[config.mk]
export PLATFORM = sky130hd
export DESIGN_NAME = seq_multiplier
export DESIGN_NICKNAME = d
export VERILOG_FILES = /design/src/rtl/seq_multiplier_pkg.sv /design/src/rtl/mult_step.sv /design/src/rtl/seq_multiplier.sv
export SDC_FILE = /design/constraint.sdc
export NUM_CORES = 1
export LEC_CHECK = 0
export CORE_ASPECT_RATIO = 1.75
export CORE_MARGIN = 5
export CORE_UTILIZATION = 30
export CTS_BUF_LIST = sky130_fd_sc_hd__clkbuf_16
export CTS_CLUSTER_SIZE = 20
export DETAILED_ROUTE_END_ITERATION = 12
export GPL_TIMING_DRIVEN = 0
export SLEW_MARGIN = 20
export SYNTH_ARGS = -nofsm -noshare
export SYNTH_HDL_FRONTEND = slang
export SYNTH_SLANG_ARGS = --single-unit
[constraint.sdc]
create_clock -name i_clock -period 3.75 [get_ports i_clock]
set_input_delay 0.5625 -clock i_clock [delete_from_list [all_inputs] [get_ports i_clock]]
set_output_delay 0.5625 -clock i_clock [all_outputs]
set_load 0.01 [all_outputs]
[src/rtl/seq_multiplier_pkg.sv]
// seq_multiplier_pkg
// Shared definitions for the sequential shift-add multiplier: the FSM state
// encoding and a helper that sizes the step counter.
// Ports: none (package).
package seq_multiplier_pkg;

  // Operation states: waiting for a start, iterating over multiplier bits,
  // and the single result-valid cycle.
  typedef enum logic [1:0] {
    IDLE = 2'd0,
    RUN  = 2'd1,
    DONE = 2'd2
  } state_t;

  // Width of a counter that must hold the values 0..n inclusive.
  function automatic int cnt_width(input int n);
    return $clog2(n + 1);
  endfunction

endpackage

[src/rtl/mult_step.sv]
// mult_step
// One shift-add iteration of the multiplier datapath. If the current
// multiplier bit is set, the pre-shifted multiplicand is added to (or, for
// the sign-bit step of a signed multiply, subtracted from) the accumulator.
// All arithmetic wraps modulo 2^WIDTH.
// Ports:
//   acc     - current accumulator value
//   addend  - multiplicand already shifted into position for this step
//   bit_set - multiplier bit being processed
//   sub     - 1 = subtract the addend instead of adding it
//   acc_next- accumulator value after this step
module mult_step #(
  parameter int WIDTH = 8
) (
  input  logic [WIDTH-1:0] acc,
  input  logic [WIDTH-1:0] addend,
  input  logic             bit_set,
  input  logic             sub,
  output logic [WIDTH-1:0] acc_next
);

  always_comb begin
    acc_next = acc;
    if (bit_set) begin
      acc_next = sub ? (acc - addend) : (acc + addend);
    end
  end

endmodule

[src/rtl/seq_multiplier.sv]
// seq_multiplier
// Multi-cycle shift-add multiplier. One multiplier bit is consumed per clock;
// the product is published on the cycle o_finished pulses and held until the
// next operation completes. Signed mode treats both operands as two's
// complement: the multiplicand is sign-extended and the multiplier's sign bit
// carries negative weight, so the final step subtracts.
// Optional feature: define SEQ_MULTIPLIER_EARLY_TERMINATE_EN to finish as soon
// as every unprocessed multiplier bit is zero (1..WIDTH_B steps).
// Ports:
//   i_clock        - system clock, rising edge
//   i_reset        - synchronous active-high reset
//   i_start        - start request, accepted in IDLE or DONE
//   i_signed       - 1 = two's-complement operands, latched at start
//   i_multiplicand - operand A (WIDTH_A bits), latched at start
//   i_multiplier   - operand B (WIDTH_B bits), latched at start
//   o_busy         - high while in RUN
//   o_finished     - one-cycle pulse, product valid
//   o_product      - WIDTH_A+WIDTH_B bit result
module seq_multiplier
  import seq_multiplier_pkg::*;
#(
  parameter int WIDTH_A = 4,
  parameter int WIDTH_B = 4
) (
  input  logic                       i_clock,
  input  logic                       i_reset,
  input  logic                       i_start,
  input  logic                       i_signed,
  input  logic [WIDTH_A-1:0]         i_multiplicand,
  input  logic [WIDTH_B-1:0]         i_multiplier,
  output logic                       o_busy,
  output logic                       o_finished,
  output logic [WIDTH_A+WIDTH_B-1:0] o_product
);

  localparam int WIDTH_P = WIDTH_A + WIDTH_B;
  localparam int CW      = cnt_width(WIDTH_B);

  state_t             state;
  logic [CW-1:0]      count;
  logic [WIDTH_P-1:0] acc;
  logic [WIDTH_P-1:0] mcand;
  logic [WIDTH_B-1:0] mplier;
  logic               signed_mode;

  logic [WIDTH_P-1:0] acc_next;
  logic               final_bit;
  logic               last_step;
  logic               sub;

  // The multiplicand register is shifted left each step so it always sits at
  // the weight of the multiplier bit currently in mplier[0].
  mult_step #(
    .WIDTH(WIDTH_P)
  ) u_step (
    .acc      (acc),
    .addend   (mcand),
    .bit_set  (mplier[0]),
    .sub      (sub),
    .acc_next (acc_next)
  );

  assign final_bit = (count == CW'(1));

  // Only the sign bit of a signed multiplier has negative weight.
  assign sub = signed_mode && final_bit;

`ifdef SEQ_MULTIPLIER_EARLY_TERMINATE_EN
  // Once the bits above the one being processed are all zero they cannot
  // contribute anything, so this step already yields the final product.
  assign last_step = final_bit || (mplier[WIDTH_B-1:1] == '0);
`else
  assign last_step = final_bit;
`endif

  // Control FSM plus datapath registers. A start is accepted from IDLE and
  // from DONE alike so back-to-back operations need no idle cycle.
  always_ff @(posedge i_clock) begin
    if (i_reset) begin
      state       <= IDLE;
      count       <= '0;
      acc         <= '0;
      mcand       <= '0;
      mplier      <= '0;
      signed_mode <= 1'b0;
      o_busy      <= 1'b0;
      o_finished  <= 1'b0;
      o_product   <= '0;
    end else begin
      case (state)
        RUN: begin
          acc    <= acc_next;
          mcand  <= mcand << 1;
          mplier <= mplier >> 1;
          count  <= count - CW'(1);
          if (last_step) begin
            state      <= DONE;
            o_product  <= acc_next;
            o_finished <= 1'b1;
            o_busy     <= 1'b0;
          end
        end
        default: begin
          o_finished <= 1'b0;
          if (i_start) begin
            state       <= RUN;
            o_busy      <= 1'b1;
            count       <= CW'(WIDTH_B);
            acc         <= '0;
            mplier      <= i_multiplier;
            signed_mode <= i_signed;
            mcand       <= i_signed
                         ? {{WIDTH_B{i_multiplicand[WIDTH_A-1]}}, i_multiplicand}
                         : {{WIDTH_B{1'b0}}, i_multiplicand};
          end else begin
            state <= IDLE;
          end
        end
      endcase
    end
  end

endmodule

---- After elaboration in Yosys (flattened, before gate mapping) ----
Index checks and enable logic that the tools add are counted.
operators by class
  reductions and logical operators ........ 7
  shift-type cells ........................ 0
  add/sub/neg operators ................... 3
  divide/modulo/power cells ............... 0
  bitwise operators ....................... 1
  multiply operators ...................... 0
  order comparisons ....................... 0
  equality and inequality tests ........... 3
  multiplexer cells ....................... 17
operators by type and width
  kind                 count
  $mux 8               7
  $mux 3               4
  $add 8x8->8          1
  $sub 8x8->8          1
  $reduce_and 2->1     3
  $mux 1               4
  $mux 2               2
  $reduce_or 2->1      2
  $eq 3x1->1 const B   1
  $sub 3x1->3 const B  1
  $eq 2x1->1 const B   1
  $ne 2x2->1 const B   1
  $reduce_bool 2->1    1
  $logic_and 1x1->1    1
  $not 1->1            1
word-level totals
  logic and storage cells ................. 42
  memories kept ........................... 0
  register bits after elaboration ......... 36
  output and inout port bits .............. 10
  bits in latches ......................... 0
  memory bits (read-only) ................. 0
  memory bits (writable) .................. 0

---- Logic depth before layout (Yosys ltp) ----
Gate-level depths: netlist of the first run.
  depth after elaboration ................. 5
  depth in mapped cells ................... 13
  depth with buffers taken out ............ 12

---- Hierarchy ----
A second synthesis of the first run with hierarchy kept.
second synthesis, totals
  cells, all modules ...................... 207
  area total of the unflattened synthesis .. 1914.3 µm²
modules (own cells, without submodules)
  module          cells an instance  times used  area an instance (µm²)
  seq_multiplier  142                1           1398.8
  mult_step       65                 1           515.5

---- Worst setup path after synthesis of the first run ----
No wires, ideal clock.
  path type ............................... reg2reg
  from .................................... register count[0]
  to ...................................... register acc[7]
  period minus slack after synthesis ...... 2732 ps
  library setup time ...................... 117 ps
  slack ................................... 1018 ps
  arrival ................................. 2615 ps
  stages on the path, launching flop included .. 12
  path through ............................ dfxtp_1 ha_1 and3b_1 buf_2 mux2i_1 ha_1 nor2b_1 o31a_1 o21ai_0 xnor2_1 mux2_1 a32o_1
on the way
  cells in the longest elaborated chain, start to end .. 5
RTL lines
  item                    line                   source
  from (decl)             seq_multiplier.sv:40   logic [CW-1:0] count;
  from (signal assigned)  seq_multiplier.sv:95   count <= count - CW'(1);
  from (signal assigned)  seq_multiplier.sv:108  count <= CW'(WIDTH_B);
  $eq 3x1->1              seq_multiplier.sv:63   assign final_bit = (count == CW'(1));
  $logic_and 1x1->1       seq_multiplier.sv:66   assign sub = signed_mode && final_bit;
  $mux 8                  mult_step.sv:25        acc_next = sub ? (acc - addend) : (acc + addend);
  $mux 8                  mult_step.sv:24        if (bit_set) begin
  $mux 8                  seq_multiplier.sv:90   case (state)
  to (signal assigned)    seq_multiplier.sv:92   acc <= acc_next;
  to (decl)               seq_multiplier.sv:41   logic [WIDTH_P-1:0] acc;
No other way between the ends.
A chain may end at the register's enable or synchronous reset.

---- Worst setup path in the final report of the first run ----
Same ends and word-level chain as after synthesis.

==> summary.md, run 1 <==
| Metric | Value |
|---|---|
| Net count, final | `277` |
| Syn Area/Cell | `8.41 um2` |
| Worst path max stage delay | `0.37 ns` |
| Max-cap violation count | `0` |
| Post-CTS Resized | `0` |
| Top_reg_cell synth | `dfxtp_1` |
| Worst hold path endpoint | `o_finished` |
| CP max-delay cell | `dfxtp_1` |
| Initial core utilization | `0.309` |
| Hold_sp | `o_finished` |
| Clock Tree Root | `clkbuf_16` |
| CTS tree | `done` |
| Reg2reg path depth | `11` |
| Distinct cells, synth | `41` |
| Vias in the first global route | `1,658` |
| Largest net degree at the start of global routing | `12` |
| Synthesized flop and latch total | `36` |
| R2R Path Start | `count[0]` |
| IO Port Bufs | `20` |
| Post-Route Utilization | `0.384` |
| # DRC | `0` |
| Critical Path Fanout Max | `7` |
| H-tree Lvls | `2` |
| Worst EP arrival | `3.26 ns` |
| CP cell instances | `ha_1 > and3b_1 > buf_2 > mux2i_1 > ha_1 > nor2b_1 > o31a_1 > o21ai_0 > xnor2_1 > mux2_1 > a32o_1` |
| DRT iter0 DRCs | `53` |
| Mapped Area | `0.00191 mm2` |
| Relative slew slack | `0.457` |
| Syn. warnings | `0` |
| DIE AREA | `0.00812 mm2` |
| Slew Limit Fails | `0` |
| CP dominant cell by count | `ha_1` |
| Hold Vio Cnt, Final | `0` |
| GRT Overall Usage | `0.123` |
| CP Launch Type | `flip-flop` |
| Die Wd | `70.3 um` |
| Worst Path Required | `3.92 ns` |
| Vias/cell | `5.05` |
| Final setup violation count | `0` |
| Number of buffers created by CTS | `5` |
| Detailed placement HPWL | `3.59 mm` |
| Worst-skew pair later-pin latency | `0.28 ns` |
| Multi-input logic area | `0.00109 mm2` |
| Final period util | `0.825` |
| Fmax | `323 MHz` |
| # rows | `38` |
| Worst Hold Path Cells | `2` |
| Syn-to-layout area delta | `24.3%` |
| Post-Route WL | `4.67 mm` |
| Crit. End Element | `flip-flop` |
| Layout cells sized above 1 | `0.0471` |
| Setup TNS Final | `0 ns` |
| Core ar. | `0.00618 mm2` |
| FF/Latch Area | `721 um2` |
| Post-CTS setup buffers | `0` |
| Reg clk slew, reported paths | `0.06 ns` |
| WL/cell | `13.9 um` |
| Placer Congestion | `0.773` |
| Setup crit start | `count[0]` |
| Vias | `1,692` |
| Detailed Routing Iterations Pass 1 | `4` |
| Clk_skew | `0.00431 ns` |
| Min Clock Period, post-route | `3.09 ns` |
| I/O pin count | `22` |
| Clk sinks | `36` |
| RSZ-0062 raised after global routing | `no` |
| CP Class | `flip-flop to flip-flop` |
| Die Ht | `116 um` |
| Sequential area share after synthesis | `0.377` |
| Post-synth EDFFs | `0` |
| Post-Synthesis Cells | `227` |
| Leakage | `0.937 nW` |
| Reg-to-reg slack, setup | `0.66 ns` |
| Global-route wire length before repair | `7.88 mm` |
| Post-route ant nets | `0` |
| Asr flop ratio synth | `0` |
| Post-CTS Hold Buffers | `0` |
| Number of fill cells | `655` |
| Clk buf depth | `2` |
| Diodes inserted | `0` |
| Overflow after GRT | `0` |
| Power per Cell Area | `481 mW/mm2` |
| Status | `completed` |
| Worst-margin pin slew | `0.815 ns` |
| Initial antenna violation count | `0` |
| Syn Nets | `250` |
| Hold WC Path Type | `flip-flop to flip-flop` |
| VDD IR max | `0.244 mV` |
| Reg-to-Reg End | `acc[7]` |
[Yosys cell counts (all sizes together), types with 3 or more instances]
| cell | count | area (um2) |
|---|---|---|
| dfxtp | 36 | 721 |
| nor2 | 29 | 109 |
| nand2 | 20 | 75.1 |
| a21oi | 16 | 83.8 |
| inv | 11 | 41.3 |
| mux2i | 11 | 110 |
| o21ai | 11 | 55.1 |
| ha | 10 | 125 |
| xnor2 | 10 | 87.6 |
| a31oi | 9 | 56.3 |
| clkbuf | 8 | 30.0 |
| a211oi | 7 | 52.6 |
| nor2b | 7 | 43.8 |
| nor3 | 6 | 30.0 |
| nand3 | 5 | 25.0 |
| buf | 3 | 20.0 |
[layout make-up]
class,count,area share
Multi-Input combinational cell,168,0.461
Sequential cell,36,0.304
Timing Repair Buffer,20,0.0843
Clock buffer,5,0.0527
Tap cell,80,0.0422
Buffer,11,0.0211
Inverter,12,0.0190
Clock inverter,3,0.0163
[critical path: cells and delay by family (launching register included)]
| kind | cells | cell delay [ns] |
|---|---|---|
| adders and majority gates | 2 | 0.47 |
| muxes | 2 | 0.67 |
| and+or+nand+nor | 2 | 0.31 |
| AOI/OAI and AO/OA | 3 | 0.77 |
| buffers and inverters | 1 | 0.19 |
| DFF | 1 | 0.37 |
| xor gates and xnor gates | 1 | 0.22 |
[layout by cell type (no fill, tap or decap), types with 8 or more instances in the layout]
cell type and n:
a21oi_1 15, a31oi_1 9, clkbuf_1 8, clkdlybuf4s50_1 20, dfxtp_1 36, ha_1 10, inv_1 12, mux2i_1 11
nand2_1 20, nor2_1 29, o21ai_0 11, xnor2_1 10
[power by group]
part / internal, W / switching, W / total, W
Clock: 0.000310 / 0.000155 / 0.000465
Combinational: 0.000117 / 0.000139 / 0.000256
Sequential: 0.000403 / 0.0000179 / 0.000420
Total: 0.000829 / 0.000313 / 0.00114
[metal layers]
metal | up-vias | routed length (um) | global-route usage
met5 | - | 0 | 0
met4 | 0 | 133 | 0.0563
met3 | 10 | 110 | 0.0208
met2 | 34 | 2590 | 0.238
met1 | 796 | 1840 | 0.126
li1 | 852 | - | -
[cells by family after synthesis]
logic type / after synthesis / synth area share
AOI/OAI and AO/OA: 59 / 0.199
xor gates and xnor gates: 10 / 0.0459
adders and majority gates: 11 / 0.0760
buffers and inverters: 23 / 0.0498
DFF: 36 / 0.377
muxes: 12 / 0.0636
and+or+nand+nor: 76 / 0.189
[registers in the layout (all words and copies together) (netlist names)]
register / cells
acc: 8
mcand: 8
o_product: 8
mplier: 4
count: 3
state: 2
o_busy: 1
o_finished: 1
signed_mode: 1
[stage by stage]
stage	std cells	total power [W]	instance area (um2)	worst slack, ns	hold WS (ns)
2_1_floorplan	227	0.000619	1910	1.02	0.449
3_3_place_gp	327	0.000680	2210	0.694	0.437
3_5_place_dp	327	0.000686	2210	0.656	0.447
4_1_cts	335	0.00115	2370	0.619	0.457
5_1_grt	335	0.00120	2370	0.452	0.483
6_report	335	0.00114	2370	0.657	0.451
[worst max-delay path by stage]
stage / end / slack, ns
after floorplan: acc[7] / 1.02
after global placement: acc[7] / 0.69
after detailed placement: acc[7] / 0.66
after CTS: acc[7] / 0.62
after global routing: acc[7] / 0.45
final: acc[7] / 0.66
Note: power is estimated with default switching activity, not from simulation.
==> inputs of run 2 (changes only) <==
- clock period: 3.75 -> 2.9 ns (I/O delays scaled with it)
==> run 2 against run 1 <==
  * Combinational power increased by 45%
  * Via count fell by 0.71%
  * Largest power group unchanged
  * Critical path type unchanged
  * Critical endpoint unchanged
  * Sequential share of layout area shrank 1.0 points
  * Largest cell class unchanged
  * Cell count grew 0.90%
==> summary.md, run 2 (same netlist as run 1, synthesis figures left out) <==
| Metric | Value |
|---|---|
| Diodes inserted | `0 (unchanged)` |
| Syn-to-layout area delta | `29.1%` |
| # rows | `38 (unchanged)` |
| Largest regs | `acc (8), mcand (8), o_product (8)` |
| Max-cap violation count | `0 (unchanged)` |
| H-tree Lvls | `2 (unchanged)` |
| Layout cells sized above 1 | `0.109 (+0.0615)` |
| Initial antenna violation count | `0 (unchanged)` |
| I/O pin count | `22 (unchanged)` |
| Core ar. | `0.00618 mm2 (unchanged)` |
| Crit. End Element | `flip-flop` |
| Clock Tree Root | `clkbuf_16` |
| Setup crit start | `count[1]` |
| R2R Path Start | `count[1]` |
| Clk buf depth | `2 (unchanged)` |
| Final period util | `0.955 (+0.130)` |
| CP cell instances | `inv_2 > ha_4 > and3b_1 > buf_6 > mux2i_4 > ha_1 > nor2b_4 > o31a_1 > o21ai_2 > xnor2_2 > mux2_4 > a32o_1` |
| Die Ht | `116 um (unchanged)` |
| CP max-delay cell | `dfxtp_2` |
| CTS tree | `done` |
| Largest net degree at the start of global routing | `12 (unchanged)` |
| Worst path max stage delay | `0.33 ns (-0.04 ns)` |
| Final setup violation count | `0 (unchanged)` |
| Hold WC Path Type | `flip-flop to flip-flop` |
| Vias in the first global route | `1,657 (-0.060%)` |
| CP Launch Type | `flip-flop` |
| Power per Cell Area | `616 mW/mm2 (+28%)` |
| Worst EP arrival | `2.94 ns (-0.32 ns)` |
| Fmax | `361 MHz (+12%)` |
| Post-Route Utilization | `0.399 (+0.0148)` |
| Clk_skew | `0.00339 ns (-0.000917 ns)` |
| Post-Route WL | `4.74 mm (+1.5%)` |
| Critical Path Fanout Max | `7 (unchanged)` |
| DP Worst Slack | `-0.194 ns (-0.850 ns)` |
| Number of buffers created by CTS | `5 (unchanged)` |
| Die Wd | `70.3 um (unchanged)` |
| Worst-skew pair later-pin latency | `0.28 ns (about the same)` |
| GRT Overall Usage | `0.123 (unchanged)` |
| Hold Vio Cnt, Final | `0 (unchanged)` |
| DIE AREA | `0.00812 mm2 (unchanged)` |
| RSZ-0062 raised after global routing | `no` |
| Post-route ant nets | `0 (unchanged)` |
| Net count, final | `280 (+1.1%)` |
| WL/cell | `14.0 um (+0.60%)` |
| CP Class | `flip-flop to flip-flop` |
| Non-Filler Instances | `338 (+0.90%)` |
| Vias/cell | `4.97 (-1.6%)` |
| Leakage | `0.969 nW (+3.5%)` |
| DRT iter0 DRCs | `62 (+17%)` |
| Min Clock Period, post-route | `2.77 ns (-0.323 ns)` |
| Vias | `1,680 (-0.71%)` |
| Global-route wire length before repair | `7.87 mm (about the same)` |
| Worst-margin pin slew | `0.827 ns (+0.0121 ns)` |
| Detailed placement HPWL | `3.59 mm (unchanged)` |
| Most frequent cells in the layout | `dfxtp_1, nor2_1, nand2_1, clkdlybuf4s50_1, a21oi_1` |
| Design Area, Final | `0.00246 mm2 (+3.8%)` |
| Hold_sp | `o_finished` |
| Clk sinks | `36 (unchanged)` |
| # DRC | `0 (unchanged)` |
| Reg clk slew, reported paths | `0.06 ns (about the same)` |
| Initial core utilization | `0.309 (unchanged)` |
| Status | `completed` |
| Most common cell after layout, fill and taps aside | `dfxtp_1` |
| Placed cell areas | `0.00221 mm2 (unchanged)` |
| Slew Limit Fails | `0 (unchanged)` |
| Final WS setup | `0.130 ns (-0.527 ns)` |
| Setup TNS Final | `0 ns (unchanged)` |
| Relative slew slack | `0.449 (-0.00807)` |
| IO Port Bufs | `20 (unchanged)` |
| Placer Congestion | `0.773 (unchanged)` |
| Overflow after GRT | `0 (unchanged)` |
| VDD IR max | `0.316 mV (+30%)` |
| Placed Cells | `327 (unchanged)` |
| Worst Path Required | `3.07 ns (-0.85 ns)` |
| Detailed Routing Iterations Pass 1 | `4 (unchanged)` |
-- run 2: cell types whose count changed in the layout (fill, tap and decap cells not counted), sizes merged --
cell  change
buf       +3
-- run 2: final timing paths --
path | slack [ns] | to | cells after the start
max reg2reg | 0.13 | acc[7] | 12
min | 0.45 | o_finished | 2
max | 0.13 | acc[7] | 12
min reg2reg | 0.45 | o_finished | 2
-- run 2: metrics by stage --
stage / hold WS, ns / power, W
floorplan: 0.449 / 0.000801
global placement: 0.437 / 0.000879
detailed placement: 0.447 / 0.000887
CTS: 0.457 / 0.00150
global route: 0.483 / 0.00160
finish: 0.451 / 0.00152
-- run 2: final cells by class --
cell class | instances | area, um2
sequential | 36 | 723
inverter | 12 | 45.0
clock inverter | 3 | 38.8
tap | 80 | 100
buffer | 11 | 56.3
clock buffer | 5 | 125
fill | 652 | 3720
timing repair buffer | 23 | 223
multi-input combinational | 168 | 1150
-- run 2: where the power goes --
part	switching [W]	internal, W
logic	0.000193	0.000177
registers	0.0000246	0.000521
clock network	0.000201	0.000400
-- run 2: critical path, delay by kind of cell (launching register included) --
family,cells,cell delay [ns]
compound gates,3,0.71
mux,2,0.50
fa+ha+maj,2,0.46
flops,1,0.33
simple gates,2,0.31
buf+inv,2,0.19
xor+xnor,1,0.17
-- run 2: per-layer routing --
layer | track usage | up-vias | wire (um)
li1 | - | 858 | -
met2 | 0.238 | 23 | 2670
met5 | 0 | - | 0
met3 | 0.0208 | 7 | 108
met1 | 0.125 | 792 | 1840
met4 | 0.0563 | 0 | 125
-- run 2: timing repair --
item / in CTS / in global routing
setup endpoints to repair: 2 / 4
endpoints found under the hold margin: 0 / 0
resized for setup: 5 / 16
setup buffers: 1 / 2
pin swaps: 0 / 11
hold buffers: 0 / 0
